<file path="config.mk">
export PLATFORM = sky130hd
export DESIGN_NAME = audio_adc_rx
export DESIGN_NICKNAME = d
export VERILOG_FILES = /design/src/rtl/audio_adc_rx.sv
export SDC_FILE = /design/constraint.sdc
export NUM_CORES = 1
export LEC_CHECK = 0
export ABC_CLOCK_PERIOD_IN_PS = 3700
export BUFFER_PORTS_ARGS = -buffer_cell sky130_fd_sc_hd__buf_4
export CAP_MARGIN = 20
export CORE_UTILIZATION = 62
export CTS_CLUSTER_DIAMETER = 50
export DETAILED_ROUTE_END_ITERATION = 16
export PLACE_DENSITY = 0.84
export SLEW_MARGIN = 20
export SYNTH_ARGS = -nofsm -noshare
export SYNTH_HDL_FRONTEND = slang
export SYNTH_SLANG_ARGS = --single-unit
</file>
<file path="constraint.sdc">
create_clock -name CLK -period 3.7 [get_ports CLK]
set_input_delay 0.555 -clock CLK [delete_from_list [all_inputs] [get_ports CLK]]
set_output_delay 0.555 -clock CLK [all_outputs]
set_load 0.02 [all_outputs]
</file>
<file path="src/rtl/audio_adc_rx.sv">
// audio_adc_rx: I2S receiver for the codec ADC path.
// The codec is clock master, so bclk, adclrck and adcdat are sampled into the
// CLK domain and all decoding happens on synchronized edge strobes. One packed
// {left, right} word is presented per stereo frame with a one-cycle audio_ready.
module audio_adc_rx #(
    parameter int DATA_WIDTH  = 32,
    parameter int SYNC_STAGES = 2
) (
    input  logic                  CLK,
    input  logic                  rst,
    input  logic                  en,
    input  logic                  bclk,
    input  logic                  adclrck,
    input  logic                  adcdat,
    output logic [DATA_WIDTH-1:0] x,
    output logic                  audio_ready,
    output logic                  frame_err
);

    localparam int HALF  = DATA_WIDTH / 2;
    localparam int CNT_W = $clog2(HALF + 1);

    localparam logic [CNT_W-1:0] CNT_FULL = CNT_W'(HALF);
    localparam logic [CNT_W-1:0] CNT_LAST = CNT_W'(HALF - 1);
    localparam logic [CNT_W-1:0] CNT_ONE  = CNT_W'(1);

    localparam logic [1:0] IDLE  = 2'd0;
    localparam logic [1:0] LEFT  = 2'd1;
    localparam logic [1:0] RIGHT = 2'd2;

    logic [SYNC_STAGES-1:0] bclk_sync;
    logic [SYNC_STAGES-1:0] lr_sync;
    logic [SYNC_STAGES-1:0] dat_sync;
    logic                   bclk_p;
    logic                   lr_p;

    logic                   bclk_s;
    logic                   lr_s;
    logic                   dat_s;
    logic                   bclk_rise;
    logic                   lr_rise;
    logic                   lr_fall;

    logic [1:0]             state;
    logic [CNT_W-1:0]       cnt;
    logic                   skip;
    logic [HALF-1:0]        left_shift;
    logic [HALF-1:0]        right_shift;
    logic [HALF-1:0]        left_word;
    logic [HALF-1:0]        right_next;

    assign bclk_s     = bclk_sync[SYNC_STAGES-1];
    assign lr_s       = lr_sync[SYNC_STAGES-1];
    assign dat_s      = dat_sync[SYNC_STAGES-1];
    assign bclk_rise  = bclk_s & ~bclk_p;
    assign lr_rise    = lr_s & ~lr_p;
    assign lr_fall    = ~lr_s & lr_p;
    assign right_next = {right_shift[HALF-2:0], dat_s};

    // Bring the codec pins into CLK; data uses the same depth as bclk so it stays aligned.
    always_ff @(posedge CLK or negedge rst) begin
        if (!rst) begin
            bclk_sync <= '0;
            lr_sync   <= '0;
            dat_sync  <= '0;
        end else begin
            bclk_sync <= {bclk_sync[SYNC_STAGES-2:0], bclk};
            lr_sync   <= {lr_sync[SYNC_STAGES-2:0], adclrck};
            dat_sync  <= {dat_sync[SYNC_STAGES-2:0], adcdat};
        end
    end

    // Previous-value flops for edge detection on the synchronized clocks.
    always_ff @(posedge CLK or negedge rst) begin
        if (!rst) begin
            bclk_p <= 1'b0;
            lr_p   <= 1'b0;
        end else begin
            bclk_p <= bclk_s;
            lr_p   <= lr_s;
        end
    end

    // Frame FSM: an lr edge always wins over a coincident bclk rise, and that
    // rise is treated as the I2S delay slot, so skip ends up cleared.
    always_ff @(posedge CLK or negedge rst) begin
        if (!rst) begin
            state       <= IDLE;
            cnt         <= '0;
            skip        <= 1'b0;
            left_shift  <= '0;
            right_shift <= '0;
            left_word   <= '0;
            x           <= '0;
            audio_ready <= 1'b0;
            frame_err   <= 1'b0;
        end else begin
            audio_ready <= 1'b0;
            frame_err   <= 1'b0;
            if (!en) begin
                state <= IDLE;
                cnt   <= '0;
                skip  <= 1'b0;
            end else begin
                case (state)
                    IDLE: begin
                        if (lr_fall) begin
                            state <= LEFT;
                            cnt   <= '0;
                            skip  <= ~bclk_rise;
                        end
                    end
                    LEFT: begin
                        if (lr_rise) begin
                            if (cnt == CNT_FULL) begin
                                left_word <= left_shift;
                                state     <= RIGHT;
                                cnt       <= '0;
                                skip      <= ~bclk_rise;
                            end else begin
                                frame_err <= 1'b1;
                                state     <= IDLE;
                                cnt       <= '0;
                                skip      <= 1'b0;
                            end
                        end else if (bclk_rise) begin
                            if (skip) begin
                                skip <= 1'b0;
                            end else if (cnt < CNT_FULL) begin
                                left_shift <= {left_shift[HALF-2:0], dat_s};
                                cnt        <= cnt + CNT_ONE;
                            end
                        end
                    end
                    RIGHT: begin
                        if (lr_fall) begin
                            if (cnt != CNT_FULL) begin
                                frame_err <= 1'b1;
                            end
                            state <= LEFT;
                            cnt   <= '0;
                            skip  <= ~bclk_rise;
                        end else if (bclk_rise) begin
                            if (skip) begin
                                skip <= 1'b0;
                            end else if (cnt < CNT_FULL) begin
                                right_shift <= right_next;
                                cnt         <= cnt + CNT_ONE;
                                if (cnt == CNT_LAST) begin
                                    x           <= {left_word, right_next};
                                    audio_ready <= 1'b1;
                                end
                            end
                        end
                    end
                    default: begin
                        state <= IDLE;
                        cnt   <= '0;
                        skip  <= 1'b0;
                    end
                endcase
            end
        end
    end

endmodule

</file>
==> qor.csv <==
metric,value,unit
outcome,"complete, no violations",
ys.flop_type,dfrtp_1,
slew_headroom,45.91,%
cpMaxStageDelayCell,nor2_2,
fp.dieW,81.25,microns
yosys.area.top_type_share,62.34,%
worst_pin_slew,811.3,ps
grt_max_degree,84,
row_count,28,
power_leakage,0.002287,uW
synth_edf_count,0,
clock-root-buffer,clkbuf_8,
drt_pre_antenna_iters,5,
finalPower,1726,uW
numCtsBuffers,9,
cts.sink_count,97,
antenna_found_initial,0,
ys_types,38,
netlist_top_cells_count,"dfrtp_1, mux2_2, mux2_4",
gr-usage-met3,4.607,%
clock_latency,350,ps
syn_nets,266,
crit_path_end_kind,flop,
synthTopCellsByArea,"dfrtp_1, mux2_2, mux2_4",
numPortBuffers,39,
grt_pass1_vias,2199,
crit_chain,"inv_1, ha_1, nand4b_1, nor2_2, buf_4, mux2_2",
fin_setup_tns,0,ps
postCtsSetupRepairBufs,0,
rsz0062_at_grt,no,
synth_area,3894,sq um
netlist_instances,254,
grt_util_met2,32.69,%
place_ws,1275,ps
drc,0,
grt_first_pass_wirelength,10100,microns
grt_usage,21.00,%
drv_slew,0,
cts_tree,yes,
ys_ff_latch,97,
post_cts_resized,0,
cts_buffer_depth,2,
cp.required,3940,ps
postRouteAntennaNets,0,
grt_overflow,0,
die_h,81.25,microns
final.period_utilization,64.79,%
top_usage_layer,met2,
vias,2137,
final-setup-viol-count,0,
vias_per_cell,5.684,
fin_worst_skew,9.931,ps
use_met1,27.15,%
areaGrowthSynthToFinish,13.17,%
finalWirelength,6064,microns
place_hpwl,3972,microns
start_util,65.00,%
ys_seq_area_share,62.34,%
htreeDepth,3,
numPlacedInstances,361,
drt_iter0_drc,112,
cp_data_arrival_time,2630,ps
nets,309,
maxCapViolCount,0,
avgSynthCellArea,15.33,sq um
crit_type,flop to flop,
max-vdd-ir-drop,274.6,uV
synth_top_cell_by_area,dfrtp_1,
antennaDiodeCount,0,
fillCellCount,376,
hold_viol,0,
crit_fanout,23,
gp_congestion,0.8645,
clkTransAtPathRegs,80,ps
core,5991,sq um
dieArea,6601,sq um
critPathLaunchType,flop,
max_stage_delay,490,ps
fin_ws,1303,ps
fin_cells,376,
wl_per_cell,16.13,microns
fmax,417.2,MHz
pin_count,40,
async_flop_share,100.0,%
ys_warn_count,0,
power_density,391.6,nW/um^2
hp-class,input port to asynchronous set/reset pin,
ctsHoldBuffers,0,
yosysMostFrequentCell,dfrtp_1,
period_needed,2397,ps
reg2regPathDepth,6,
final_layout_size_suffix_gt1_share,46.51,%
-- cells by family (layout without fill, tap and decap cells) --
group / after synthesis / after routing / share of synthesized area, %
flops: 97 / 97 / 62.34
mux: 81 / 81 / 24.39
simple gates: 33 / 33 / 5.013
compound gates: 20 / 20 / 3.792
buf+inv: 17 / 64 / 2.538
fa+ha+maj: 6 / 6 / 1.928
-- metal layers --
layer | vias to the layer above | part of all wire (%)
met4 | 0 | 2.6
met3 | 13 | 3.1
met5 | - | 0
met2 | 49 | 47
met1 | 1080 | 48
li1 | 995 | -
-- per-stage QoR --
stage	cell area, sq um	hold slack [ps]	util (%)
after global routing	4407	285.7	73.56
after detailed placement	4233	336.5	70.66
after global placement	4233	332.4	70.66
final	4407	226.8	73.56
after floorplan	3894	259.4	-
after CTS	4403	294.4	73.50
-- where the power goes --
part	switching, uW	leakage, uW	total, uW	internal (uW)
Clock	339	0.0000818	600	260
Sequential	7.72	0.00134	1080	1070
Combinational	35.4	0.000870	50.8	15.4
Total	382	0.00229	1730	1340
-- path summary, 6_finish.rpt --
check                       startpoint            end  slack, ps
max                           state[0]          x[15]       1300
min                                rst           x[8]        230
max reg2reg                   state[0]          x[15]       1300
min reg2reg                dat_sync[0]    dat_sync[1]        340
max in group asynchronous          rst  left_shift[1]       2770
min in group CLK                  bclk   bclk_sync[0]        300
-- cell type report --
type	count	area (sq um)	share of cell area (%)
Timing Repair Buffer	42	319.1	7.240
Multi-Input combinational cell	140	1370	31.09
Sequential cell	97	2427	55.08
Inverter	7	26.28	0.5963
Clock buffer	11	141.4	3.208
Tap cell	75	93.84	2.129
Clock inverter	4	28.78	0.6530
-- worst max-delay path, delay by kind of cell (launching register included) --
kind / cells / cell delay (ps)
adders and majority gates: 1 / 250
buffers and inverters: 2 / 550
DFF: 1 / 450
muxes: 1 / 380
and+or+nand+nor: 2 / 640
-- flip-flops by register name, summed over array words and instances (netlist names) --
| signal | count |
|---|---|
| cnt | 5 |
| bclk_sync | 2 |
| frame_err | 1 |
| state | 2 |
| right_shift | 15 |
| left_word | 16 |
| dat_sync | 2 |
| left_shift | 16 |
| bclk_p | 1 |
| x | 32 |
| lr_sync | 2 |
| lr_p | 1 |
| skip | 1 |
| audio_ready | 1 |
-- layout by cell type (no fill, tap or decap), drive strengths merged --
master,n
and2b,2
clkbuf,11
ha,6
a41oi,1
nand4b,1
dfrtp,97
and4,2
buf,42
a21oi,4
a22o,2
a2111oi,2
clkinvlp,2
nor2,9
a32o,1
a311o,1
or3b,1
mux2,81
nand3,2
o211ai,1
or2b,2
nand2,3
o22a,1
o21bai,1
nor4b,1
o22ai,1
nor2b,4
and2,1
o21ai,2
o221ai,1
nand4,1
clkinv,1
nor3,3
o31ai,2
inv,8
and4bb,1
Note: power is estimated with default switching activity, not from simulation.
